$ cat src/rtl/fetch_pkg.sv
// Shared defaults and the prefetch-queue entry layout for the fetch stage.
package fetch_pkg;

    localparam int          XLEN_DEFAULT     = 32;
    localparam int          PC_INC_DEFAULT   = 4;
    localparam logic [31:0] RESET_PC_DEFAULT = 32'h0000_0000;

    typedef struct packed {
        logic [XLEN_DEFAULT-1:0] instr;
        logic [XLEN_DEFAULT-1:0] npc;
    } fetch_entry_t;

endpackage

$ cat src/rtl/fetch_queue.sv
// Synchronous FIFO for prefetched {instr, npc} entries; flush empties it in one cycle.
module fetch_queue #(
    parameter int   DEPTH = 4,
    parameter int   WIDTH = 64,
    localparam int  CNT_W = $clog2(DEPTH + 1)
) (
    input  logic             clk,
    input  logic             reset,
    input  logic             push,
    input  logic             pop,
    input  logic             flush,
    input  logic [WIDTH-1:0] wdata,
    output logic [WIDTH-1:0] rdata,
    output logic [CNT_W-1:0] count,
    output logic             empty,
    output logic             full
);

    localparam int PTR_W = $clog2(DEPTH);

    logic [WIDTH-1:0] mem [DEPTH];
    logic [PTR_W-1:0] wr_ptr;
    logic [PTR_W-1:0] rd_ptr;
    logic             do_push;
    logic             do_pop;

    // DEPTH need not be a power of two, so wrap explicitly.
    function automatic logic [PTR_W-1:0] next_ptr(input logic [PTR_W-1:0] ptr);
        if (ptr == PTR_W'(DEPTH - 1)) begin
            return '0;
        end
        return ptr + 1'b1;
    endfunction

    assign empty   = (count == '0);
    assign full    = (count == CNT_W'(DEPTH));
    assign do_pop  = pop && !empty;
    assign do_push = push && (!full || do_pop);
    assign rdata   = mem[rd_ptr];

    always_ff @(posedge clk or negedge reset) begin
        if (!reset) begin
            wr_ptr <= '0;
            rd_ptr <= '0;
            count  <= '0;
            for (int i = 0; i < DEPTH; i++) begin
                mem[i] <= '0;
            end
        end else if (flush) begin
            wr_ptr <= '0;
            rd_ptr <= '0;
            count  <= '0;
        end else begin
            if (do_push) begin
                mem[wr_ptr] <= wdata;
                wr_ptr      <= next_ptr(wr_ptr);
            end
            if (do_pop) begin
                rd_ptr <= next_ptr(rd_ptr);
            end
            if (do_push && !do_pop) begin
                count <= count + 1'b1;
            end else if (!do_push && do_pop) begin
                count <= count - 1'b1;
            end
        end
    end

endmodule

$ cat src/rtl/fetch_unit.sv
// Instruction fetch: sequential PC generation, one-cycle imem requests, prefetch queue, redirect flush.
module fetch_unit
    import fetch_pkg::*;
#(
    parameter int              XLEN     = XLEN_DEFAULT,
    parameter int              DEPTH    = 4,
    parameter logic [XLEN-1:0] RESET_PC = XLEN'(RESET_PC_DEFAULT),
    parameter int              PC_INC   = PC_INC_DEFAULT
) (
    input  logic            clk,
    input  logic            reset,
    input  logic            redirect,
    input  logic [XLEN-1:0] redirect_pc,
    output logic            imem_req,
    output logic [XLEN-1:0] imem_addr,
    input  logic [XLEN-1:0] imem_rdata,
    output logic            out_valid,
    input  logic            out_ready,
    output logic [XLEN-1:0] out_instr,
    output logic [XLEN-1:0] out_npc
);

    localparam int CNT_W = $clog2(DEPTH + 1);

    logic [XLEN-1:0]   pc;
    logic [XLEN-1:0]   pc_seq;
    logic              inflight;
    logic [XLEN-1:0]   inflight_npc;
    logic [CNT_W-1:0]  count;
    logic [CNT_W:0]    occupancy;
    logic              empty;
    logic              full;
    logic [2*XLEN-1:0] head;

    assign pc_seq    = pc + XLEN'(PC_INC);
    assign imem_addr = pc;

    // Reserve a slot for the in-flight word so a response can always be pushed.
    // Depends only on registered state, never on out_ready.
    assign occupancy = {1'b0, count} + (CNT_W + 1)'(inflight);
    assign imem_req  = reset && !redirect && !full
                       && (occupancy < (CNT_W + 1)'(DEPTH));

    always_ff @(posedge clk or negedge reset) begin
        if (!reset) begin
            pc           <= RESET_PC;
            inflight     <= 1'b0;
            inflight_npc <= '0;
        end else if (redirect) begin
            pc       <= redirect_pc;
            inflight <= 1'b0;
        end else if (imem_req) begin
            pc           <= pc_seq;
            inflight     <= 1'b1;
            inflight_npc <= pc_seq;
        end else begin
            inflight <= 1'b0;
        end
    end

    fetch_queue #(
        .DEPTH (DEPTH),
        .WIDTH (2 * XLEN)
    ) u_queue (
        .clk   (clk),
        .reset (reset),
        .push  (inflight && !redirect),
        .pop   (out_valid && out_ready && !redirect),
        .flush (redirect),
        .wdata ({imem_rdata, inflight_npc}),
        .rdata (head),
        .count (count),
        .empty (empty),
        .full  (full)
    );

    assign out_valid = !empty;
    assign out_instr = head[2*XLEN-1:XLEN];
    assign out_npc   = head[XLEN-1:0];

endmodule

$ cat config.mk
export PLATFORM = sky130hd
export DESIGN_NAME = fetch_unit
export DESIGN_NICKNAME = d
export VERILOG_FILES = /design/src/rtl/fetch_pkg.sv /design/src/rtl/fetch_queue.sv /design/src/rtl/fetch_unit.sv
export SDC_FILE = /design/constraint.sdc
export NUM_CORES = 1
export LEC_CHECK = 0
export ABC_AREA = 1
export BUFFER_PORTS_ARGS = -buffer_cell sky130_fd_sc_hd__buf_2
export CAP_MARGIN = 5
export CORE_ASPECT_RATIO = 0.6
export CORE_UTILIZATION = 50
export CTS_CLUSTER_DIAMETER = 150
export DETAILED_ROUTE_END_ITERATION = 8
export GPL_TIMING_DRIVEN = 0
export PLACE_DENSITY = 0.67
export SLEW_MARGIN = 0
export SYNTH_ARGS = -nofsm -noshare
export SYNTH_HDL_FRONTEND = slang
export SYNTH_SLANG_ARGS = --single-unit
$ cat constraint.sdc
create_clock -name clk -period 4.85 [get_ports clk]
set_input_delay 1.455 -clock clk [delete_from_list [all_inputs] [get_ports clk]]
set_output_delay 1.455 -clock clk [all_outputs]
set_load 0.05 [all_outputs]
# Word-level counts from Yosys, hierarchy flattened

Index checks and enable logic that the tools add are counted.

Bits in registers: 328
Bits in latches: 0
RAM bits: 0
Memory bits (read-only): 0
Input port bits: 68
Output and inout port bits: 98
Word-level logic and storage cells: 77
Memories: 0

$add $sub $neg: 6
Multipliers: 0
Divide/modulo/power cells: 0
Magnitude comparators: 4
Equal/unequal tests: 3
Shifts and indexed selects: 0
Multiplexer cells: 27
Bitwise operators: 3
Reduce and logical (&&, ||, !) cells: 24

Operator list:

| cell                                                     | number |
|---|---|
| bitwise mux 256 bit                                      | 1 |
| two-way mux 64 bit                                       | 3 |
| binary-select mux 64 bit (select 2 bit)                  | 1 |
| demux 64 bit (select 2 bit)                              | 1 |
| two-way mux 32 bit                                       | 2 |
| adder 32 x 3 -> 32 bit, second input constant            | 1 |
| two-way mux 2 bit                                        | 8 |
| logical AND 1 bit                                        | 11 |
| two-way mux 3 bit                                        | 3 |
| two-way mux 1 bit                                        | 8 |
| greater-or-equal comparator 3 bit, second input constant | 2 |
| NOT 2 -> 3 bit                                           | 2 |
| nonzero test 2 bit                                       | 3 |
| zero test 1 bit                                          | 5 |
| adder 2 x 1 -> 2 bit, second input constant              | 2 |
| adder 3 x 1 -> 4 bit                                     | 1 |
| == test 2 bit, second input constant                     | 2 |
| < comparator 4 x 3 -> 1 bit, second input constant       | 1 |
| AND reduction 2 bit                                      | 2 |
| adder 3 x 1 -> 3 bit, second input constant              | 1 |
| == test 3 bit, second input constant                     | 1 |
| zero test 3 bit                                          | 1 |
| < comparator 3 x 1 -> 1 bit, second input constant       | 1 |
| nonzero test 3 bit                                       | 1 |
| other kinds (3)                                          | 3 |

# Longest topological paths before layout

Depth after elaboration: 12
Depth in mapped cells: 12
Depth with buffers taken out: 12

# Modules after synthesis

Synthesis repeated with hierarchy kept, for this count alone.

Cell total of the unflattened synthesis: 2009
Area total of the unflattened synthesis: 15855.2 µm²

Modules (own cells, without submodules):

| module      | times used | cells each | area each (µm²) | seq. area each (µm²) |
|---|---|---|---|---|
| fetch_queue | 1          | 1540       | 12374.4         | 6581.3 |
| fetch_unit  | 1          | 469        | 3480.8          | 1626.6 |

# Worst setup path before layout

Ideal clock, no wire load.

Kind: input -> output
From: in redirect
To: out imem_req
Arrival time: 2264 ps
Required time: 3395 ps
Setup slack: 1131 ps
Stages on the path: 6
Path buffers: 3
Cells stage by stage: buf_4 nor2_1 nand3_1 inv_1 buf_4 buf_4

Longest elaborated chain between the ends: 4

RTL lines:

| item                           | line             | source |
|---|---|---|
| start, declared                | fetch_unit.sv:12 | `input logic redirect,` |
| zero test 1 bit                | fetch_unit.sv:41 | `assign imem_req = reset && !redirect && !full` |
| logical AND 1 bit (2 in a row) | fetch_unit.sv:41 |  |
| logical AND 1 bit              | fetch_unit.sv:42 | `&& (occupancy < (CNT_W + 1)'(DEPTH));` |
| end, declared                  | fetch_unit.sv:14 | `output logic imem_req,` |

No other way between the ends.

# Worst setup path after layout

From: in reset
To: out imem_req

Longest elaborated chain between the ends: 3

RTL lines:

| item                           | line             | source |
|---|---|---|
| start, declared                | fetch_unit.sv:11 | `input logic reset,` |
| logical AND 1 bit (2 in a row) | fetch_unit.sv:41 |  |
| logical AND 1 bit              | fetch_unit.sv:42 |  |

No other way between the ends.

==> metrics <==
run status=finished, final reports clean; detailed placement HPWL=34,300 µm; TritonCTS clock tree=built; CTS H-tree lvls=2; total clock buffers created by CTS=34; Clock Sink Count=~330; Least-Margin Pin Slew=~710 ps; setup repair after global routing missed its margin=false; ANT cells=0; number of synthesized register bits=328; placement row count=49; wire length after detailed routing=50,300 µm; Final Hold Slack=473 ps; worst hold path depth=2; worst clock skew on the final layout=20.0 ps; endpoint of the worst hold path=u_queue.mem[121]; later-pin clock latency in the skew report=540 ps; launching point of the worst reg2reg path=imem_addr[2]; Worst Hold Launch=u_queue.mem[121]; final-layout fill cell count=2,787; portion of synthesized cell area occupied by the leading cell type=52.6%; Congestion Overflow GR=0; Via-to-Cell Ratio=around 5.6; endpoint required time on the critical path=3390 ps; largest net degree at the start of global routing=113; main flop type after synthesis=dfrtp_1; placeable core region=0.0303 mm²; clock root cell=clkbuf_16; routed wirelength normalized by instance count=19.2 µm; number of I/O port buffers=165; Total Die Area=0.0319 mm²; area added between synthesis and finish=16.9%; number of antenna violations at the first check in global routing=2; max frequency=216 MHz; Pins Over Slew Limit=0; Detailed Routing Iterations Pass 1=6; DRC errors left=0; number of nets in the final layout=2,263; total power density per cell area=611 mW/mm²; number of distinct library cells after synthesis=25; max-cap violations=0; via count of the first global-routing pass=13,600; vias after detailed routing=14,700; effective utilization at floorplan=51.5%; RePlAce Congestion=0.983; instance count of the mapped netlist=1,984; type of the setup path with the least slack=input port to output pin; post-synthesis async set-or-reset flop share=100%; proportion of layout cells with a drive suffix above 1=~15%; Worst Path Max Fanout=57; maximum number of buffers from clock root to sink=3; count of pins on the block boundary=around 170; minimum setup slack among reg-to-reg paths=2380 ps; crit path capture type=output pin; share of the clock period used by the worst path after layout=between 90% and 100%; Warnings, synthesis=0; global routing usage summed across all routing layers=31.3%; hold_buf cts=0; y dimension of the die=approximately 140 µm; die width=around 230 µm; Seq/Total Area, Yosys=52.6%; Relative slew margins=52.8%; count of flip-flops with a built-in enable after synthesis=0; leading area contributor after synthesis=dfrtp_1; CTS clk-pin slew, worst paths=60 ps; path category of the worst min-delay check=flip-flop to flip-flop; biggest area contributors in the synthesized netlist=dfrtp_1 (53%), nand2_1 (17%), o21ai_0 (11%); violation count after the first detailed-routing iteration=roughly 1,600; number of hold-slack violations in the final timing report=0; synthesized area per cell=about 8 µm²; Leak Pwr=9.28 nW; setup violation total in the final timing report=0; first-pass GRT wire length=~78,000 µm; end-of-flow core utilization=roughly 60%; commonest cells in the synthesized netlist=nand2_1 (717), o21ai_0 (338), dfrtp_1 (328), nor2_1 (174), inv_1 (69); DRT antenna net count=0; Net Count, Synth=2,058; Reg2Reg Capture Point=imem_addr[28]; arrival time reported for the critical path endpoint=~3200 ps; most frequently used cell type in the post-synthesis netlist=nand2_1; clock period minus worst slack=4620 ps; number of cells on the worst reg-to-reg path=10; cell area after technology mapping=about 0.016 mm²; Startpoint Class=input port; maximum VDD drop=0.000344 V
==> metrics by stage <==
stage	setup WS (ps)	instances	TNS, ps	total power (W)	area [µm²]
global placement	-6120	2557	-1639610	0.00830	16900
finish	229	2623	0	0.0111	18200
detailed placement	-559	2559	-559	0.00840	17000
floorplan	1130	1984	0	0.00709	15600
CTS	173	2623	0	0.0111	18200
global route	50.2	2623	0	0.0117	18200
==> metal layers <==
metal,track usage [%],vias to the layer above,routed length [µm]
li1,-,6827,-
met1,49.3,7110,23400
met2,43.3,710,20900
met3,7.67,64,5270
met4,6.45,4,735
met5,0.744,-,23
==> state kept, by name, indices dropped and copies added, names as in the netlist <==
| register | count |
|---|---|
| u_queue.mem | 256 |
| imem_addr | 32 |
| inflight_npc | 32 |
| u_queue.count | 3 |
| u_queue.rd_ptr | 2 |
| u_queue.wr_ptr | 2 |
| inflight | 1 |
==> cells in the final DEF (no fill, tap or decap), drive strengths merged <==
| cell | synthesis | routed |
|---|---|---|
| dfrtp | 328 | 328 |
| o22ai | 64 | 64 |
| bufbuf | 0 | 2 |
| nand3 | 38 | 38 |
| ha | 5 | 5 |
| xor2 | 6 | 6 |
| nand2 | 721 | 721 |
| or2 | 1 | 1 |
| inv | 74 | 75 |
| buf | 81 | 248 |
| clkbuf | 52 | 102 |
| a21oi | 6 | 6 |
| bufinv | 0 | 1 |
| nor2 | 183 | 183 |
| o21a | 40 | 40 |
| fa | 1 | 1 |
| o21ai | 378 | 378 |
| o211ai | 2 | 2 |
| clkinv | 0 | 10 |
| xnor2 | 4 | 4 |
==> critical path: stages <==
cell and delay, ps:
buf_16 260, buf_16 280, nand3_1 260, inv_1 130
buf_4 200, buf_4 210, buf_2 290
==> layout make-up <==
type | instances | area (µm²) | area share (%)
clock inverter | 12 | 100 | 0.549
timing repair buffer | 169 | 968 | 5.31
sequential | 328 | 8210 | 45.0
inverter | 74 | 278 | 1.52
multi-input combinational | 1449 | 6430 | 35.3
tap | 408 | 510 | 2.80
clock buffer | 50 | 1050 | 5.79
buffer | 133 | 673 | 3.69
==> cell families (layout without fill, tap and decap cells) <==
family,Yosys count,count (layout),synth area share (%)
adders and majority gates,6,6,0.530
and+or+nand+nor,943,943,23.3
xor gates and xnor gates,10,10,0.562
DFF,328,328,52.6
AOI/OAI and AO/OA,490,490,16.9
buffers and inverters,207,438,6.10
==> worst max-delay path by stage <==
stage | from | to | cells after the start
2_1_floorplan | redirect | imem_req | 6
3_3_place_gp | reset | imem_req | 6
3_5_place_dp | reset | imem_req | 7
4_1_cts | reset | imem_req | 7
5_1_grt | reset | imem_req | 7
6_report | reset | imem_req | 7
==> report_power, final <==
part	internal (W)	total (W)	switching, W
clock	0.00157	0.00272	0.00115
sequential	0.00357	0.00412	0.000558
combinational	0.00107	0.00429	0.00321
==> timing repair <==
item                       CTS  global route
setup buffers                0             0
setup endpoints to repair    1             0
resized for setup            2             0
(Power assumes the default switching activity.)
